### config.mk
export PLATFORM = sky130hd
export DESIGN_NAME = serial_data_sender
export DESIGN_NICKNAME = d
export VERILOG_FILES = /design/src/rtl/serial_data_sender.sv
export SDC_FILE = /design/constraint.sdc
export NUM_CORES = 1
export LEC_CHECK = 0
export CAP_MARGIN = 20
export CORE_UTILIZATION = 47
export CTS_BUF_LIST = sky130_fd_sc_hd__clkbuf_16
export CTS_CLUSTER_DIAMETER = 60
export DETAILED_ROUTE_END_ITERATION = 7
export HOLD_SLACK_MARGIN = 0.03
export PLACE_DENSITY = 0.74
export SLEW_MARGIN = 30
export SYNTH_ARGS = -nofsm -noshare
export SYNTH_HDL_FRONTEND = slang
export SYNTH_SLANG_ARGS = --single-unit
### constraint.sdc
create_clock -name clk -period 1.4 [get_ports clk]
set_clock_uncertainty 0.05 [all_clocks]
set_input_delay 0.28 -clock clk [delete_from_list [all_inputs] [get_ports clk]]
set_output_delay 0.28 -clock clk [all_outputs]
set_load 0.02 [all_outputs]
### src/rtl/serial_data_sender.sv
// rtl/serial_data_sender.sv - serial frame transmitter: sync word, payload, optional CRC-8 (SERIAL_SENDER_CRC_EN)
module serial_data_sender #(
    parameter int         DATA_WIDTH = 16,
    parameter logic [7:0] SYNC_WORD  = 8'hA5
) (
    input  logic                  clk,
    input  logic                  rst_l,
    input  logic                  send_start,
    input  logic [DATA_WIDTH-1:0] data_in,
    output logic                  serial_out,
    output logic                  serial_valid,
    output logic                  send_done,
    output logic                  busy
);

    localparam int CW = $clog2(DATA_WIDTH) + 1;
    localparam logic [CW-1:0] LAST_BYTE = CW'(7);
    localparam logic [CW-1:0] LAST_DATA = CW'(DATA_WIDTH - 1);

    typedef enum logic [2:0] {
        ST_IDLE = 3'd0,
        ST_SYNC = 3'd1,
        ST_DATA = 3'd2,
`ifdef SERIAL_SENDER_CRC_EN
        ST_CRC  = 3'd3,
`endif
        ST_DONE = 3'd4
    } state_t;

    state_t                  state;
    state_t                  state_next;
    logic [CW-1:0]           cnt;
    logic [DATA_WIDTH-1:0]   shreg;
    logic                    load;
    logic                    out_d;
    logic                    valid_d;
    logic                    done_d;
    logic                    busy_d;
`ifdef SERIAL_SENDER_CRC_EN
    logic [7:0]              crc;
    logic                    crc_fb;
`endif

    // Outputs lag the state by one cycle, so DONE's edge is also edge N+1 and may accept the next frame.
    assign load = send_start && ((state == ST_IDLE) || (state == ST_DONE));

    always_ff @(posedge clk or negedge rst_l) begin
        if (!rst_l) begin
            state <= ST_IDLE;
            cnt   <= '0;
            shreg <= '0;
        end else begin
            state <= state_next;
            if (state_next != state) begin
                cnt <= '0;
            end else if (state != ST_IDLE) begin
                cnt <= cnt + 1'b1;
            end
            if (load) begin
                shreg <= data_in;
            end else if (state == ST_DATA) begin
                shreg <= {shreg[DATA_WIDTH-2:0], 1'b0};
            end
        end
    end

`ifdef SERIAL_SENDER_CRC_EN
    assign crc_fb = crc[7] ^ shreg[DATA_WIDTH-1];

    // CRC-8 poly 0x07 accumulated bit-serially as the payload leaves, then shifted out itself.
    always_ff @(posedge clk or negedge rst_l) begin
        if (!rst_l) begin
            crc <= '0;
        end else if (load) begin
            crc <= '0;
        end else if (state == ST_DATA) begin
            crc <= {crc[6:0], 1'b0} ^ (crc_fb ? 8'h07 : 8'h00);
        end else if (state == ST_CRC) begin
            crc <= {crc[6:0], 1'b0};
        end
    end
`endif

    always_comb begin
        state_next = state;
        case (state)
            ST_IDLE: begin
                if (send_start) state_next = ST_SYNC;
            end
            ST_SYNC: begin
                if (cnt == LAST_BYTE) state_next = ST_DATA;
            end
            ST_DATA: begin
`ifdef SERIAL_SENDER_CRC_EN
                if (cnt == LAST_DATA) state_next = ST_CRC;
`else
                if (cnt == LAST_DATA) state_next = ST_DONE;
`endif
            end
`ifdef SERIAL_SENDER_CRC_EN
            ST_CRC: begin
                if (cnt == LAST_BYTE) state_next = ST_DONE;
            end
`endif
            ST_DONE: begin
                state_next = send_start ? ST_SYNC : ST_IDLE;
            end
            default: state_next = ST_IDLE;
        endcase
    end

    always_comb begin
        out_d   = 1'b0;
        valid_d = 1'b0;
        done_d  = 1'b0;
        busy_d  = 1'b0;
        case (state)
            ST_SYNC: begin
                valid_d = 1'b1;
                busy_d  = 1'b1;
                out_d   = SYNC_WORD[~cnt[2:0]];
            end
            ST_DATA: begin
                valid_d = 1'b1;
                busy_d  = 1'b1;
                out_d   = shreg[DATA_WIDTH-1];
            end
`ifdef SERIAL_SENDER_CRC_EN
            ST_CRC: begin
                valid_d = 1'b1;
                busy_d  = 1'b1;
                out_d   = crc[7];
            end
`endif
            ST_DONE: begin
                done_d = 1'b1;
                busy_d = 1'b1;
            end
            default: begin
                out_d = 1'b0;
            end
        endcase
    end

    always_ff @(posedge clk or negedge rst_l) begin
        if (!rst_l) begin
            serial_out   <= 1'b0;
            serial_valid <= 1'b0;
            send_done    <= 1'b0;
            busy         <= 1'b0;
        end else begin
            serial_out   <= out_d;
            serial_valid <= valid_d;
            send_done    <= done_d;
            busy         <= busy_d;
        end
    end

endmodule

# After elaboration in Yosys (flattened, before gate mapping)
# Memory sizes are Yosys's and may differ from the RTL's.
# Index checks and enable logic that the tools add are counted.
# W data, S select, Z words.
dict set report totals {
  input_bits 19
  memories 1
  ram_bits 0
  latchBits 0
  out_inout_bits 4
  wordCells 39
  register_bits 28
  rom_bits 8
}
dict set report classes {
  n_reduce_logical 8
  div_mod_pow 0
  n_bitwise 1
  muxes 14
  eq_ne 6
  n_addsub 1
  n_mul 0
  n_lt_le_gt_ge 1
  n_shift 0
}
# name words word_bits rd rd_ports_with_merged_regs write_ports line
set memory_table {}
lappend memory_table {{(no name shown)} 8 1 1 0 0 121} ;# out_d = SYNC_WORD[~cnt[2:0]];
# operator count
set op_table {}
lappend op_table {{$mux W16} 2}
lappend op_table {{$pmux W3 S4} 1}
lappend op_table {{$mux W5} 2}
lappend op_table {{$mux W3} 3}
lappend op_table {{$add A5 B1 Y5 const B} 1}
lappend op_table {{$eq A5 B3 Y1 const B} 1}
lappend op_table {{$eq A5 B4 Y1 const B} 1}
lappend op_table {{$mux W1} 5}
lappend op_table {{$lt A3 B4 Y1 const B} 1}
lappend op_table {{$reduce_bool A2 Y1} 2}
lappend op_table {{$eq A3 B1 Y1 const B} 1}
lappend op_table {{$eq A3 B2 Y1 const B} 1}
lappend op_table {{$eq A3 B3 Y1 const B} 1}
lappend op_table {{$logic_not A3 Y1} 1}
lappend op_table {{$ne A3 B3 Y1} 1}
lappend op_table {{$not A3 Y3} 1}
lappend op_table {{$reduce_bool A3 Y1} 1}
lappend op_table {{$reduce_or A3 Y1} 1}
lappend op_table {{$pmux W1 S2} 1}
lappend op_table {{$reduce_or A2 Y1} 1}
lappend op_table {{$logic_and A1 B1 Y1} 1}
lappend op_table {{$logic_or A1 B1 Y1} 1}

# Depth between registers and ports, before layout
# Gate-level depths: netlist (run 1).
dict set report logic_depth {
  depth_word 5
  mapped_depth 6
  ltp_nobuf 6
}

# Least setup slack after synthesis (run 1)
# No wires, ideal clock.
dict set report synth_timing {
  path_type {register to register}
  start {reg cnt[0]}
  end {reg cnt[4]}
  setup_slack_ns -0.128
  synth_period_minus_slack_ns 1.528
  setup_time_ns 0.104
  path_stages_with_launch 6
  t_required_ns 1.246
  arrival_time_ns 1.374
  n_path_buf 0
  path_cell_list {dfrtp_1 > ha_1 > and3_1 > ha_1 > nand2b_4 > a221oi_1}
}
dict set report synth_between {
  elab_chain_len 5
  elab_cells_between_ends 10
  classes_between {add/sub: 1; eq/ne: 3; mux: 5; reduce/logical: 1}
}
# element line
set synth_lines {}
lappend synth_lines {{from (decl)} 32} ;# logic [CW-1:0] cnt;
lappend synth_lines {{from (signal assigned)} 57} ;# cnt <= cnt + 1'b1;
lappend synth_lines {{$eq A5 B4 Y1 / $eq A5 B3 Y1 (equally long branches)} {97, 91}}
lappend synth_lines {{$mux W3, on equally long branches} {97, 91}}
lappend synth_lines {{$pmux W3 S4} 86} ;# case (state)
lappend synth_lines {{$ne A3 B3 Y1} 54} ;# if (state_next != state) begin
lappend synth_lines {{$mux W5 / $reduce_bool A2 Y1 (equally long branches)} -}
# Several ways; a longest one is shown, not always the timed one. The select of a mux whose other input is x is not followed.
# A chain may end at the register's enable or synchronous reset.

# Worst setup path after layout (run 1)
# Ends and elaborated chain as after synthesis.

==> results of run 1 <==
## power by group through the flow
| stage | registers [mW] | clock network, mW | logic, mW |
|---|---|---|---|
| CTS | 1.36 | 0.663 | 1.51 |
| floorplan | 1.37 | 0 | 0.868 |
| detailed placement | 1.37 | 0 | 1.36 |
| finish | 1.45 | 0.651 | 1.78 |
| global placement | 1.35 | 0 | 1.31 |
| global route | 1.48 | 0.692 | 1.93 |
## sequential cells by signal, indices dropped and copies added, names as in the netlist
signal and cells:
serial_out 1, shreg 16, send_done 1, cnt 5
busy 1, serial_valid 1, state 3
## critical path, cell delays in order (launching register included)
cell and delay, ns:
dfrtp_1 0.39, ha_2 0.20, and3_4 0.19, ha_4 0.16, nand2b_4 0.17, a221oi_2 0.24
## cells by family (layout without fill, tap and decap cells)
kind of cell / count (synthesis) / count (layout)
compound gates: 28 / 28
xor+xnor: 4 / 4
fa+ha+maj: 2 / 2
buf+inv: 13 / 60
flops: 28 / 28
mux: 13 / 13
simple gates: 35 / 35
## per-layer routing
metal  GRT usage  vias to the layer above  wire (um)
met3      0.0207                        8         82
met4      0.0627                        0         63
met2       0.330                       29       1950
li1            -                      521          -
met1       0.245                      575       1600
met5           0                        -          0
## synth_stat cells (2+ instances only)
cell type  number  share of area
a21oi_1         5          0.018
o21ai_0         6          0.021
a221oi_2        2          0.021
nor2_1          4          0.011
inv_1           5          0.013
xor2_1          3          0.019
mux2i_1        13          0.092
o21ai_2         7          0.043
nand3_1         2         0.0071
ha_1            2          0.018
a22o_1          2          0.012
dfrtp_1        28           0.50
nor2b_1         2         0.0089
buf_6           4          0.032
or3_1           3          0.013
nand2_1        13          0.035
## final timing paths
kind                                       start                     to  slack [ns]  cells past startpoint
setup / recovery              cnt[0]$_DFFE_PN0P_     cnt[4]$_DFFE_PN0P_       -0.09                      5
hold / removal                             rst_l     state[0]$_DFF_PN0_        0.34                      2
setup reg to reg              cnt[0]$_DFFE_PN0P_     cnt[4]$_DFFE_PN0P_       -0.09                      5
hold reg to reg            shreg[10]$_DFFE_PN0P_  shreg[10]$_DFFE_PN0P_        0.44                      1
max in group asynchronous                  rst_l     state[2]$_DFF_PN0_        0.79                      2
min in group clk           shreg[10]$_DFFE_PN0P_  shreg[10]$_DFFE_PN0P_        0.44                      1
## what timing repair did
| item | CTS | global route |
|---|---|---|
| hold buffers | 0 | 0 |
| pin swaps | 5 | 9 |
| endpoints found under the hold margin | 0 | 0 |
| gates resized for setup | 15 | 41 |
| buffers inserted | 4 | 7 |
| endpoints found under the setup margin | 14 | 20 |
| cloned | 1 | 5 |
## per-stage QoR
step	setup TNS, ns	area [sq um]
detailed placement	-2.65	1760
global route	-1.73	2170
CTS	-0.231	1930
finish	-0.692	2170
floorplan	-0.0602	1420
global placement	-2.32	1760
## layout make-up
class	instances	area (sq um)	area share
tap	31	38.8	0.0179
timing repair buffer	51	544	0.251
sequential	28	702	0.324
clock buffer	3	75.1	0.0346
clock inverter	1	3.75	0.00173
inverter	5	18.8	0.00866
multi-input combinational	82	785	0.362
==> results.sh, run 1 <==
export IMPL_synth_area_sq_um=1410
export IMPL_yosysUniqueCellTypes=38
export IMPL_cts_reportedPaths_clkPinSlew_ns=0.07
export IMPL_ys_async_sr_fraction=1.00
export IMPL_grt_pass1_vias=1015
export IMPL_grt_pass1_wl_um=4680
export IMPL_yosysSeqAreaShare=0.496
export IMPL_nets=192
export IMPL_ys_warn_count=0
export IMPL_dieWidth_um=56.8
export IMPL_start_util=0.503
export IMPL_track_usage=0.189
export IMPL_status="complete, but fails checks"
export IMPL_fill_cells=164
export IMPL_route_detailed_drc=2
export IMPL_cts_root_buf="clkbuf_16"
export IMPL_cp_arrival_ns=1.61
export IMPL_finalWeightedCongestion=0.825
export IMPL_syn_inst=123
export IMPL_ys_ff_latch=28
export IMPL_synth_area_mux_share=0.0922
export IMPL_drive_above_1_share=0.418
export IMPL_first_pass_iters=6
export IMPL_period_minus_slack_ns=1.49
export IMPL_synth_top_family_by_area="compound AO/OA/AOI/OAI gates"
export IMPL_power_mw=3.88
export IMPL_ant_nets=0
export IMPL_drt_iter0_drc=36
export IMPL_ioPinCount=23
export IMPL_fin_cells=201
export IMPL_syn_area_per_cell_sq_um=11.5
export IMPL_cts_made_buffers=3
export IMPL_vias_per_cell=5.64
export IMPL_power_switching_mw=1.38
export IMPL_synthAdderAreaFrac=0.0177
export IMPL_timing_final_ws_setup_ns=-0.0884
export IMPL_worstPathRequired_ns=1.52
export IMPL_syn_nets=144
export IMPL_criticalPathCategory="reg2reg"
export IMPL_synth_compound_area_frac=0.150
export IMPL_syn_to_final_growth_pct=53.5
export IMPL_rsz0062_at_grt="yes"
export IMPL_worst_pin_slew_ns=0.306
export IMPL_grt_max_degree=29
export IMPL_power_leakage_nw=0.930
export IMPL_num_rows=19
export IMPL_endpoint_kind="register"
export IMPL_wl_per_cell_um=18.4
export IMPL_core_area_sq_um=2810
export IMPL_dieArea_sq_um=3230
export IMPL_power_internal_mw=2.50
export IMPL_hold_violations=0
export IMPL_mostFrequentLayoutCells="27 x dfrtp_1, 18 x clkdlybuf4s50_1, 16 x buf_4"
export IMPL_antenna_found_initial=0
export IMPL_ir_worst_vdd_mv=0.835
export IMPL_powerDensity_nw_per_um2=1790
export IMPL_period_share=1.06
export IMPL_cts_sinks=28
export IMPL_clkLatencyLatePin_ns=0.26
export IMPL_grt_overflow=0
export IMPL_ys_flop_type="dfrtp_1"
export IMPL_synth_edff_count=0
export IMPL_hpwlAfterDp_um=1770
export IMPL_synth_xor_area_share=0.0248
export IMPL_drv_cap=0
export IMPL_min_path_type="in2async"
export IMPL_dp_cells=182
export IMPL_seqPwrFrac=0.373
export IMPL_cts_buffer_depth=2
export IMPL_slew_viol_final=0
export IMPL_cts_tree="yes"
export IMPL_final_common_cell="dfrtp_1"
export IMPL_diodes=0
export IMPL_combPwrFrac=0.459
export IMPL_vias=1133
export IMPL_switching_share=0.355
export IMPL_power_share_clock=0.168
export IMPL_slew_headroom=0.796
export IMPL_routed_wl_um=3700
export IMPL_cp_max_fo=5
export IMPL_dp_slack_ns=-0.249
export IMPL_cp_start_kind="register"
export IMPL_setup_viol=18
export IMPL_io_buffers=22
export IMPL_holdWs_ns=0.338
export IMPL_die_height_um=56.8
export IMPL_synthSimpleGateAreaFrac=0.148
export IMPL_max_clock_freq_ghz=0.672
export IMPL_fin_util=0.773
export IMPL_violations="DRC, setup timing"
export IMPL_htreeDepth=1
Note: power is estimated with default switching activity, not from simulation.
==> inputs of run 2 (changes only) <==
--- a/config.mk
+++ b/config.mk
@@ -6,12 +6,12 @@
 export NUM_CORES = 1
 export LEC_CHECK = 0
 export CAP_MARGIN = 20
-export CORE_UTILIZATION = 47
+export CORE_UTILIZATION = 52
 export CTS_BUF_LIST = sky130_fd_sc_hd__clkbuf_16
 export CTS_CLUSTER_DIAMETER = 60
 export DETAILED_ROUTE_END_ITERATION = 7
 export HOLD_SLACK_MARGIN = 0.03
-export PLACE_DENSITY = 0.74
+export PLACE_DENSITY = 0.78
 export SLEW_MARGIN = 30
 export SYNTH_ARGS = -nofsm -noshare
 export SYNTH_HDL_FRONTEND = slang
==> constraint.sdc (replaced) <==
create_clock -name clk -period 1.45 [get_ports clk]
set_clock_uncertainty 0.05 [all_clocks]
set_input_delay 0.29 -clock clk [delete_from_list [all_inputs] [get_ports clk]]
set_output_delay 0.29 -clock clk [all_outputs]
set_load 0.02 [all_outputs]
==> run 2 against run 1 <==
The flow finishes with violations (setup timing). Largest power group is now registers. Via count is 11% lower. Register-to-register slack better by 0.08 ns. Worst hold slack got worse by 0.0033 ns. Die area decreased by 9.3%. Largest cell class is now registers. Clock-buffer cell count is the same. Global-route usage is 2.5 points higher. Core utilization fell by 3.0 points. Combinational power fell by 26%. Sequential power decreased by 9%. Cell count is 7.0% lower. First-iteration DRC count down 64%.
==> results.sh, run 2 (synthesis results as in run 1) <==
export IMPL_max_clock_freq_ghz=0.684
export IMPL_cts_made_buffers=3
export IMPL_ir_worst_vdd_mv=1.23
export IMPL_r2r_start="cnt[1]$_DFFE_PN0P_"
export IMPL_first_pass_iters=4
export IMPL_dp_slack_ns=-0.138
export IMPL_grt_pass1_wl_um=4260
export IMPL_fin_cells=187
export IMPL_critPathMaxStageDelay_ns=0.39
export IMPL_combPwrFrac=0.381
export IMPL_htreeDepth=1
export IMPL_r2r_setup_slack_ns=-0.01
export IMPL_worstPathRequired_ns=1.60
export IMPL_worstReg2RegEnd="cnt[2]$_DFFE_PN0P_"
export IMPL_syn_to_final_growth_pct=32.6
export IMPL_holdBufCountCts=0
export IMPL_die_height_um=54.1
export IMPL_violations="setup timing"
export IMPL_cp_arrival_ns=1.61
export IMPL_status="complete, but fails checks"
export IMPL_grt_overflow=0
export IMPL_finalWeightedCongestion=0.798
export IMPL_drt_iter0_drc=13
export IMPL_hold_violations=0
export IMPL_slew_headroom=0.824
export IMPL_drv_cap=0
export IMPL_reg_top3="shreg: 16 flops, cnt: 5 flops, state: 3 flops"
export IMPL_worstRegToRegCells=6
export IMPL_fin_util=0.742
export IMPL_holdWs_ns=0.335
export IMPL_period_share=1.01
export IMPL_crit_chain="ha_2, and3_4, ha_4, nand2b_4, buf_4, a21oi_2"
export IMPL_power_share_clock=0.236
export IMPL_worst_pin_slew_ns=0.261
export IMPL_dp_cells=180
export IMPL_cp_start_kind="register"
export IMPL_num_rows=18
export IMPL_antenna_found_initial=0
export IMPL_cp_max_fo=4
export IMPL_seqPwrFrac=0.383
export IMPL_path_depth=6
export IMPL_setup_viol=2
export IMPL_nets=179
export IMPL_dieArea_sq_um=2930
export IMPL_clkLatencyLatePin_ns=0.26
export IMPL_vias_per_cell=5.39
export IMPL_regMostFlops="shreg"
export IMPL_power_internal_mw=2.34
export IMPL_io_buffers=22
export IMPL_critPathTopFamily="flip-flops"
export IMPL_powerDensity_nw_per_um2=1850
export IMPL_power_switching_mw=1.11
export IMPL_period_minus_slack_ns=1.46
export IMPL_track_usage=0.214
export IMPL_criticalPathCategory="reg2reg"
export IMPL_cts_sinks=28
export IMPL_routed_wl_um=2680
export IMPL_wl_per_cell_um=14.3
export IMPL_power_mw=3.46
export IMPL_cp_startpoint="cnt[1]$_DFFE_PN0P_"
export IMPL_switching_share=0.322
export IMPL_grt_pass1_vias=992
export IMPL_mostFrequentLayoutCells="28 x dfrtp_1, 18 x clkdlybuf4s50_1, 13 x nand2_1, 13 x mux2i_1, 11 x buf_4"
export IMPL_ioPinCount=23
export IMPL_cp_endpoint="cnt[2]$_DFFE_PN0P_"
export IMPL_dieWidth_um=54.1
export IMPL_fill_cells=177
export IMPL_diodes=0
export IMPL_cts_buffer_depth=2
export IMPL_vias=1008
export IMPL_min_path_type="in2async"
export IMPL_power_leakage_nw=0.791
export IMPL_cts_tree="yes"
export IMPL_grt_max_degree=29
export IMPL_cts_reportedPaths_clkPinSlew_ns=0.07
export IMPL_slowest_stage="dfrtp_1"
export IMPL_cts_root_buf="clkbuf_16"
export IMPL_rsz0062_at_grt="yes"
export IMPL_drive_above_1_share=0.261
export IMPL_hpwlAfterDp_um=1750
export IMPL_route_detailed_drc=0
export IMPL_start_util=0.560
export IMPL_timing_final_ws_setup_ns=-0.0112
export IMPL_final_common_cell="dfrtp_1"
export IMPL_ant_nets=0
export IMPL_endpoint_kind="register"
export IMPL_largest_register_ffs=16
export IMPL_slew_viol_final=0
export IMPL_core_area_sq_um=2520
export IMPL_path_buf_inv=1
[run 2: worst min path at each step]
| stage | endpoint | slack [ns] | start |
|---|---|---|---|
| CTS | shreg[13]$_DFFE_PN0P_ | 0.34 | rst_l |
| global route | cnt[2]$_DFFE_PN0P_ | 0.34 | rst_l |
| global placement | shreg[10]$_DFFE_PN0P_ | 0.42 | shreg[10]$_DFFE_PN0P_ |
| finish | state[1]$_DFF_PN0_ | 0.33 | rst_l |
| floorplan | busy$_DFF_PN0_ | -0.06 | rst_l |
| detailed placement | shreg[10]$_DFFE_PN0P_ | 0.42 | shreg[10]$_DFFE_PN0P_ |
[run 2: layout make-up]
cell class	instances	area [sq um]	share of cell area
sequential	28	701	0.374
multi-input combinational	82	644	0.344
timing repair buffer	38	365	0.195
clock buffer	3	75.1	0.0401
tap	30	37.5	0.0201
clock inverter	1	30.0	0.0160
inverter	5	18.8	0.0100
[run 2: power groups by stage]
stage	registers, mW	clock network (mW)	logic, mW
after floorplan	1.33	0	0.838
after global placement	1.31	0	1.20
after detailed placement	1.33	0	1.26
after CTS	1.32	0.827	1.29
after global routing	1.35	0.851	1.46
final	1.32	0.815	1.32
[run 2: metal layers]
metal  global-route usage  wire [um]  up-vias
met5                    0          0        -
met2                0.360       1360       23
met3               0.0424         91        4
li1                     -          -      498
met4                0.132         34        0
met1                0.248       1200      483
[run 2: timing repair]
item                                    4_1_cts  5_1_grt
endpoints found under the setup margin        9        6
buffers inserted                              2        0
pin swaps                                     3        4
cloned                                        0        1
gates resized for setup                       6        4
[run 2: per-stage QoR]
stage               setup TNS, ns  area (sq um)
finish                    -0.0166          1870
floorplan                       0          1420
CTS                       -0.0232          1850
global placement            -1.41          1720
global route               -0.170          1870
detailed placement          -1.71          1720
==> inputs of run 3 (changes only) <==
--- a/config.mk
+++ b/config.mk
@@ -5,6 +5,7 @@
 export SDC_FILE = /design/constraint.sdc
 export NUM_CORES = 1
 export LEC_CHECK = 0
+export ABC_AREA = 1
 export CAP_MARGIN = 20
 export CORE_UTILIZATION = 52
 export CTS_BUF_LIST = sky130_fd_sc_hd__clkbuf_16
==> run 3 against run 2 <==
The flow now finishes without violations. Wire length increased by 6.9%. Global-route usage increased by 0.073 points. Worst hold slack improved by 0.0016 ns. Largest cell class unchanged.
==> results.sh, run 3 <==
export IMPL_antenna_found_initial=0
export IMPL_crit_top_cell="nand2_2"
export IMPL_synth_area_leaders="dfrtp_1 50%, nand2_1 16%, nand3_2 7.2%"
export IMPL_finalSetupTns_ns=0
export IMPL_period_share=0.998
export IMPL_cts_tree="yes"
export IMPL_cts_buffer_depth=2
export IMPL_worstReg2RegEnd="cnt[2]$_DFFE_PN0P_"
export IMPL_nets=220
export IMPL_cp_max_fo=5
export IMPL_ys_async_sr_fraction=1.00
export IMPL_largest_register_ffs=16
export IMPL_cts_made_buffers=3
export IMPL_slew_headroom=0.835
export IMPL_dieArea_sq_um=2890
export IMPL_synth_area_sq_um=1390
export IMPL_core_area_sq_um=2500
export IMPL_syn_nets=187
export IMPL_ioPinCount=23
export IMPL_synth_edff_count=0
export IMPL_dp_cells=219
export IMPL_final_common_cell="nand2_1"
export IMPL_period_minus_slack_ns=1.45
export IMPL_num_rows=18
export IMPL_syn_inst=166
export IMPL_regMostFlops="shreg"
export IMPL_fin_cells=228
export IMPL_synth_commonest_cells="61 x nand2_1, 28 x dfrtp_1, 16 x inv_1"
export IMPL_drv_cap=0
export IMPL_slowest_stage="dfrtp_1"
export IMPL_die_height_um=53.8
export IMPL_grt_overflow=0
export IMPL_cts_sinks=28
export IMPL_power_leakage_nw=0.942
export IMPL_cts_reportedPaths_clkPinSlew_ns=0.06
export IMPL_critPathTopFamily="flip-flops"
export IMPL_path_buf_inv=0
export IMPL_routed_wl_um=2860
export IMPL_yosysUniqueCellTypes=19
export IMPL_grt_max_degree=29
export IMPL_track_usage=0.215
export IMPL_hold_violations=0
export IMPL_r2r_start="cnt[0]$_DFFE_PN0P_"
export IMPL_grt_pass1_vias=1090
export IMPL_start_util=0.558
export IMPL_finalWeightedCongestion=0.817
export IMPL_worst_pin_slew_ns=0.247
export IMPL_setup_viol=0
export IMPL_yosysSeqAreaShare=0.503
export IMPL_drive_above_1_share=0.237
export IMPL_cp_start_kind="register"
export IMPL_powerDensity_nw_per_um2=1740
export IMPL_ant_nets=0
export IMPL_met1_usage=0.250
export IMPL_min_path_type="in2async"
export IMPL_grt_pass1_wl_um=4340
export IMPL_mostFrequentLayoutCells="59 x nand2_1, 28 x dfrtp_1, 18 x clkdlybuf4s50_1, 16 x inv_1, 12 x nand2_2"
export IMPL_yosysMostFrequentCell="nand2_1"
export IMPL_vias_per_cell=4.95
export IMPL_endpoint_kind="register"
export IMPL_critPathMaxStageDelay_ns=0.40
export IMPL_cts_root_buf="clkbuf_16"
export IMPL_ys_ff_latch=28
export IMPL_worstRegToRegCells=7
export IMPL_r2r_setup_slack_ns=0.003
export IMPL_use_met2=0.370
export IMPL_ir_worst_vdd_mv=1.02
export IMPL_yosysTopAreaCell="dfrtp_1"
export IMPL_clkLatencyLatePin_ns=0.26
export IMPL_syn_to_final_growth_pct=29.8
export IMPL_route_detailed_drc=0
export IMPL_criticalPathCategory="reg2reg"
export IMPL_dieWidth_um=53.8
export IMPL_vias=1128
export IMPL_hpwlAfterDp_um=1900
export IMPL_status="complete, no violations"
export IMPL_first_pass_iters=4
export IMPL_busiest_layer="met2"
export IMPL_ys_warn_count=0
export IMPL_slew_viol_final=0
export IMPL_rsz0062_at_grt="yes"
export IMPL_wl_per_cell_um=12.6
export IMPL_reg_top3="shreg: 16 flops, cnt: 5 flops, state: 3 flops"
export IMPL_diodes=0
export IMPL_worstPathRequired_ns=1.59
export IMPL_use_met3=0.0480
export IMPL_drt_iter0_drc=26
export IMPL_syn_area_per_cell_sq_um=8.40
export IMPL_htreeDepth=1
export IMPL_io_buffers=22
export IMPL_crit_chain="ha_2, nand2_2, nor2_2, ha_4, a31oi_2, nand2_2, nor2_1"
export IMPL_ys_flop_type="dfrtp_1"
export IMPL_synth_top_cell_area_share=0.503
export IMPL_cp_arrival_ns=1.59
export IMPL_max_clock_freq_ghz=0.691
## run 3: cell count changes after synthesis, sizes merged, moves of 9 or more
cell   before  now
mux2i      13    0
inv         5   20
o21ai      13    4
nor2        4   14
nand2      13   73
nand3       2   19
## run 3: how the worst max path moves through the flow
stage,from,end,slack [ns],cells after the start
4_1_cts,cnt[0]$_DFFE_PN0P_,cnt[4]$_DFFE_PN0P_,0.006,7
5_1_grt,cnt[0]$_DFFE_PN0P_,cnt[3]$_DFFE_PN0P_,-0.09,7
3_3_place_gp,send_start,cnt[1]$_DFFE_PN0P_,0.02,6
6_report,cnt[0]$_DFFE_PN0P_,cnt[2]$_DFFE_PN0P_,0.003,7
2_1_floorplan,cnt[0]$_DFFE_PN0P_,cnt[0]$_DFFE_PN0P_,0.05,7
3_5_place_dp,cnt[0]$_DFFE_PN0P_,cnt[4]$_DFFE_PN0P_,-0.05,7
## run 3: report_power, final
part / total [mW] / internal, mW / switching, mW
clock network: 0.616 / 0.369 / 0.247
registers: 1.30 / 1.10 / 0.202
logic: 1.24 / 0.530 / 0.709
total: 3.16 / 2.00 / 1.16
## run 3: area by class of cell
type / instances / area (sq um)
flip-flops and latches: 28 / 701
fillers: 194 / 691
multi-input cells: 115 / 619
repair buffers: 31 / 295
inverters: 20 / 77.6
clock buffers: 3 / 75.1
well taps: 30 / 37.5
clock inverters: 1 / 3.75
## run 3: timing repair
action,CTS,global route
endpoints found under the setup margin,9,5
endpoints found under the hold margin,0,0
buffers inserted,2,3
gates resized for setup,5,8
pin swaps,4,7
hold buffers,0,0
## run 3: per-stage QoR
stage          utilization  power (mW)  setup slack [ns]  hold WS, ns  area, sq um
3_3_place_gp         0.666        2.38            0.0186        0.407         1660
5_1_grt              0.724        3.38           -0.0874        0.352         1810
3_5_place_dp         0.666        2.43           -0.0462        0.417         1660
4_1_cts              0.702        3.09           0.00609        0.344         1760
6_report             0.724        3.16           0.00334        0.336         1810
2_1_floorplan            -        2.08            0.0510      -0.0556         1390
## run 3: metal layers
metal,wire [um],part of all wire
met4,21,0.0073
met5,0,0
met1,1240,0.43
met2,1510,0.53
met3,96,0.034
## run 3: cells by family (layout without fill, tap and decap cells)
logic type	count (synthesis)	after routing	synth area share
adder cells (fa/ha/maj)	2	2	0.0180
XOR/XNOR	1	1	0.00628
AND/OR/NAND/NOR	106	106	0.373
flip-flops	28	28	0.503
AO/OA/AOI/OAI	6	6	0.0233
buffers and inverters	23	55	0.0772
